<file path="src/rtl/ifid_stall_stage_pkg.sv">
// Shared pipeline definitions for the IF/ID stall stage: datapath width,
// the NOP word used to clear the IF/ID slot, and the stall FSM states.
package ifid_stall_stage_pkg;

  localparam int          PKG_DW        = 32;
  localparam logic [31:0] PKG_NOP_INSTR = 32'h0000_0000;  // sll $0,$0,0

  typedef enum logic {
    ST_RUN   = 1'b0,
    ST_STALL = 1'b1
  } stall_state_e;

endpackage

</file>
<file path="src/rtl/ifid_stall_stage_stall_monitor.sv">
// Stall statistics: saturating total stall counter, consecutive-run tracker
// and a sticky flag for stall runs longer than MAX_STALL cycles.
module stall_monitor
  import ifid_stall_stage_pkg::*;
#(
  parameter int CNT_W     = 32,
  parameter int MAX_STALL = 2
) (
  input  logic             clk,
  input  logic             rst,
  input  logic             stall_q,
  input  logic             flush,
  output logic [CNT_W-1:0] stall_cnt,
  output logic             stall_timeout
);

  localparam int                RUN_W   = $clog2(MAX_STALL + 2);
  localparam logic [RUN_W-1:0]  RUN_MAX = RUN_W'(MAX_STALL + 1);
  localparam logic [RUN_W-1:0]  RUN_LIM = RUN_W'(MAX_STALL);

  stall_state_e     state_q;
  logic [RUN_W-1:0] run_q;
  logic [RUN_W-1:0] run_inc_d;
  logic [CNT_W-1:0] cnt_q;
  logic [CNT_W-1:0] cnt_d;
  logic             timeout_q;

  // Run counter stops one past the limit so it can never wrap back into range.
  assign run_inc_d = (run_q == RUN_MAX) ? run_q : run_q + RUN_W'(1);
  assign cnt_d     = (stall_q && (cnt_q != '1)) ? cnt_q + CNT_W'(1) : cnt_q;

  always_ff @(posedge clk or posedge rst) begin
    if (rst) begin
      state_q   <= ST_RUN;
      run_q     <= '0;
      cnt_q     <= '0;
      timeout_q <= 1'b0;
    end else begin
      cnt_q <= cnt_d;
      case (state_q)
        ST_RUN: begin
          if (stall_q) begin
            state_q <= ST_STALL;
            run_q   <= RUN_W'(1);
          end else begin
            run_q   <= '0;
          end
        end
        ST_STALL: begin
          if (flush) begin
            state_q <= ST_RUN;
            run_q   <= '0;
          end else if (stall_q) begin
            run_q   <= run_inc_d;
            if (run_q == RUN_LIM) timeout_q <= 1'b1;
          end else begin
            state_q <= ST_RUN;
            run_q   <= '0;
          end
        end
        default: begin
          state_q <= ST_RUN;
          run_q   <= '0;
        end
      endcase
    end
  end

  assign stall_cnt     = cnt_q;
  assign stall_timeout = timeout_q;

endmodule

</file>
<file path="src/rtl/ifid_stall_stage.sv">
// IF/ID pipeline register with data-hazard stall, EX redirect flush and
// ID/EX bubble injection; stall statistics live in stall_monitor.
module ifid_stall_stage
  import ifid_stall_stage_pkg::*;
#(
  parameter int              DW        = PKG_DW,
  parameter int              CNT_W     = 32,
  parameter int              MAX_STALL = 2,
  parameter logic [DW-1:0]   NOP_INSTR = PKG_NOP_INSTR
) (
  input  logic             clk,
  input  logic             rst,
  input  logic             bb_data,
  input  logic             flush,
  input  logic [DW-1:0]    if_pc,
  input  logic [DW-1:0]    if_instr,
  input  logic             if_valid,
  output logic             pc_en,
  output logic [DW-1:0]    id_pc,
  output logic [DW-1:0]    id_instr,
  output logic             id_valid,
  output logic             idex_bubble,
  output logic [CNT_W-1:0] stall_cnt,
  output logic             stall_timeout
);

  logic [DW-1:0] id_pc_q,    id_pc_d;
  logic [DW-1:0] id_instr_q, id_instr_d;
  logic          id_valid_q, id_valid_d;
  logic          stall_q;

  // A hazard against an empty or killed ID slot has nothing to protect.
  assign stall_q = bb_data & id_valid_q & ~flush;

  assign pc_en       = ~stall_q;
  assign idex_bubble = ~rst & (stall_q | flush | ~id_valid_q);

  always_comb begin
    id_pc_d    = if_pc;
    id_instr_d = if_instr;
    id_valid_d = if_valid;
    if (flush) begin
      id_instr_d = NOP_INSTR;
      id_valid_d = 1'b0;
    end else if (stall_q) begin
      id_pc_d    = id_pc_q;
      id_instr_d = id_instr_q;
      id_valid_d = id_valid_q;
    end
  end

  always_ff @(posedge clk or posedge rst) begin
    if (rst) begin
      id_pc_q    <= '0;
      id_instr_q <= NOP_INSTR;
      id_valid_q <= 1'b0;
    end else begin
      id_pc_q    <= id_pc_d;
      id_instr_q <= id_instr_d;
      id_valid_q <= id_valid_d;
    end
  end

  assign id_pc    = id_pc_q;
  assign id_instr = id_instr_q;
  assign id_valid = id_valid_q;

  stall_monitor #(
    .CNT_W     (CNT_W),
    .MAX_STALL (MAX_STALL)
  ) u_stall_monitor (
    .clk           (clk),
    .rst           (rst),
    .stall_q       (stall_q),
    .flush         (flush),
    .stall_cnt     (stall_cnt),
    .stall_timeout (stall_timeout)
  );

endmodule

</file>
<file path="config.mk">
export PLATFORM = sky130hd
export DESIGN_NAME = ifid_stall_stage
export DESIGN_NICKNAME = d
export VERILOG_FILES = /design/src/rtl/ifid_stall_stage_pkg.sv /design/src/rtl/ifid_stall_stage_stall_monitor.sv /design/src/rtl/ifid_stall_stage.sv
export SDC_FILE = /design/constraint.sdc
export NUM_CORES = 1
export LEC_CHECK = 0
export CORE_ASPECT_RATIO = 0.8
export CORE_MARGIN = 5
export CORE_UTILIZATION = 29
export DETAILED_ROUTE_END_ITERATION = 6
export PLACE_DENSITY = 0.65
export SKIP_CTS_REPAIR_TIMING = 1
export SYNTH_ARGS = -nofsm -noshare
export SYNTH_HDL_FRONTEND = slang
export SYNTH_SLANG_ARGS = --single-unit
export TNS_END_PERCENT = 50
</file>
<file path="constraint.sdc">
create_clock -name clk -period 5 [get_ports clk]
set_input_delay 1 -clock clk [delete_from_list [all_inputs] [get_ports clk]]
set_output_delay 1 -clock clk [all_outputs]
set_load 0.02 [all_outputs]
</file>
==> flow_summary.toml <==
[run]
max_cap_violations = 0

[global_routing]
grt_antenna_before_repair = 0
grt_pass1_wl_um = 18700
grt_usage = 0.136
gr-total-overflow = 0
grt_max_degree = 75
grt_pass1_vias = 3605

[setup_path]
cp_slowest_stage_delay_ps = 610
path_cells = "clkdlybuf4s50_1 > a21oi_2 > buf_4 > a21oi_1 > clkdlybuf4s50_1"
critPathMostFrequentCell = "clkdlybuf4s50_1"
required_ps = 4000
critPathSlowestCell = "clkdlybuf4s50_1"
cp-start-kind = "input port"
crit_start = "bb_data"
crit_fanout = 33
r2r_cells = 6
r2r_start = "u_stall_monitor.stall_cnt[0]"
crit_arrival_ps = 2620
critPathCaptureType = "output pin"
path_class = "input port to output pin"

[cts]
clk_pin_slew_ps = 70
cts_inserted_buffers = 9
clk_path_buf_depth = 2
h-tree-depth = 3
clock_latency_ps = 340
root_buffer = "clkbuf_16"
cts_tree = "done"
cts_sinks = 101

[timing]
max_freq_ghz = 0.276
worst_pin_slew_ps = 912
fin_tns_setup_ps = 0
rsz0062_at_grt = "false"
timing.max_slew.rel_slack = 0.392
fin_crit_ps = 3620
fin_ws_ps = 1380
hold_viol_final = 0
report.final.slew_viol_count = 0
finalClockSkew_ps = 5.92
finalSetupViolations = 0
finalCritPeriodShare = 0.725

[power_and_ir_drop]
vdd_ir_drop_max_mv = 0.165
p_total_w = 0.00190
p_leak_nw = 2.81
power.density_nw_per_um2 = 299

[routing]
post-route-drc-count = 0
postRouteAntennaNets = 0
first_iter_violations = 117
wl_um = 11200
via_per_inst = 4.67
via_count = 3446
dr.pass1.iters = 4
wire_per_inst_um = 15.2

[place]
dp_worst_setup_slack_ps = 1380
dp.cells = 722
port_buffers = 168
dp_hpwl_um = 8350
place_area_um2 = 6080
gp_congestion = 0.878

[yosys]
avgSynthCellArea_um2 = 11.0
synth.distinct_cells = 37
synth_ff_type = "dfrtp_1"
ys_async_sr_fraction = 1.00
yosysSeqAreaShare = 0.600
synth-edff-count = 0
syn_inst = 384
syn_area_um2 = 4210
synth-seq-cells = 101
syn_nets = 456
ys_warn_count = 0

[finish]
final_area_um2 = 6360
final_nets = 621
antennaDiodeCount = 0
layout_commonest_cell = "clkdlybuf4s50_1"
mostFrequentLayoutCells = "clkdlybuf4s50_1 (168), nand2_1 (114), dfrtp_1 (101)"
synthToLayoutAreaGrowth_pct = 51.0
instances_no_fill = 738
final.fill_count = 1341
drive_above_1_share = 0.0740

[min_path]
worstHoldStart = "id_pc[6]"
holdCritPathClass = "register to register"
min_path_cells = 2

[floorplanning]
fp-row-count = 39
die-area_um2 = 17100
io_pins = 169
start_util = 0.296
coreArea_um2 = 14200
die_h_um = 118
fp.dieW_um = 145

[outcome]
status = "complete, no violations"
-- cells by family after synthesis --
| logic type | after synthesis | synth area share |
|---|---|---|
| DFF | 101 | 0.600 |
| muxes | 2 | 0.00535 |
| xor gates and xnor gates | 30 | 0.0624 |
| adders and majority gates | 3 | 0.00891 |
| and+or+nand+nor | 184 | 0.213 |
| AOI/OAI and AO/OA | 42 | 0.0873 |
| buffers and inverters | 22 | 0.0232 |
-- per-stage QoR --
| step | hold slack, ps | util |
|---|---|---|
| 6_report | 465 | 0.447 |
| 3_5_place_dp | 455 | 0.427 |
| 4_1_cts | 472 | 0.447 |
| 3_3_place_gp | 449 | 0.427 |
| 5_1_grt | 504 | 0.447 |
| 2_1_floorplan | 435 | - |
-- critical path, delay by kind of cell --
kind | cells | cell delay [ps]
compound gates | 2 | 250
buf+inv | 3 | 1360
-- cells in the mapped netlist, drive strengths merged (5+ instances only) --
cell type	number	area [µm²]
and3	7	45.1
dfrtp	101	2530
nand3	22	140
nor3	5	25.0
nor2	7	26.3
a22o	32	280
nand4	14	93.8
buf	9	48.8
nand2	114	428
xnor2	24	210
a21oi	5	25.0
xor2	6	52.6
clkbuf	9	33.8
-- final cells by class --
cell class              count  area, µm²  area share
inverters                   4       17.5     0.00275
clock inverters             6       43.8     0.00688
flip-flops and latches    101       2530       0.397
repair buffers            172       1710       0.269
multi-input cells         261       1590       0.250
well taps                 184        230      0.0362
clock buffers              10        239      0.0376
-- flip-flops by register name (all words and copies together) (netlist names) --
register                       cells
id_instr                          32
u_stall_monitor.state_q            1
u_stall_monitor.stall_timeout      1
id_pc                             32
u_stall_monitor.run_q              2
u_stall_monitor.stall_cnt         32
id_valid                           1
-- final timing paths --
| path | to | slack, ps |
|---|---|---|
| min in group asynchronous | id_instr[11] | 1250 |
| hold / removal | id_pc[6] | 470 |
| setup / recovery | idex_bubble | 1380 |
| hold reg to reg | id_pc[6] | 470 |
| setup reg to reg | u_stall_monitor.stall_cnt[1] | 2530 |
| max in group asynchronous | id_pc[20] | 2830 |
-- routing by layer --
metal	part of all wire	up-vias	global-route usage
li1	-	1646	-
met1	0.45	1665	0.180
met2	0.47	117	0.211
met3	0.066	18	0.0378
met4	0.022	0	0.0478
met5	0	-	0
-- where the power goes --
part | internal (W) | switching [W]
Sequential | 0.000867 | 0.0000493
Combinational | 0.000170 | 0.000154
Clock | 0.000355 | 0.000308
Note: power is estimated with default switching activity, not from simulation.
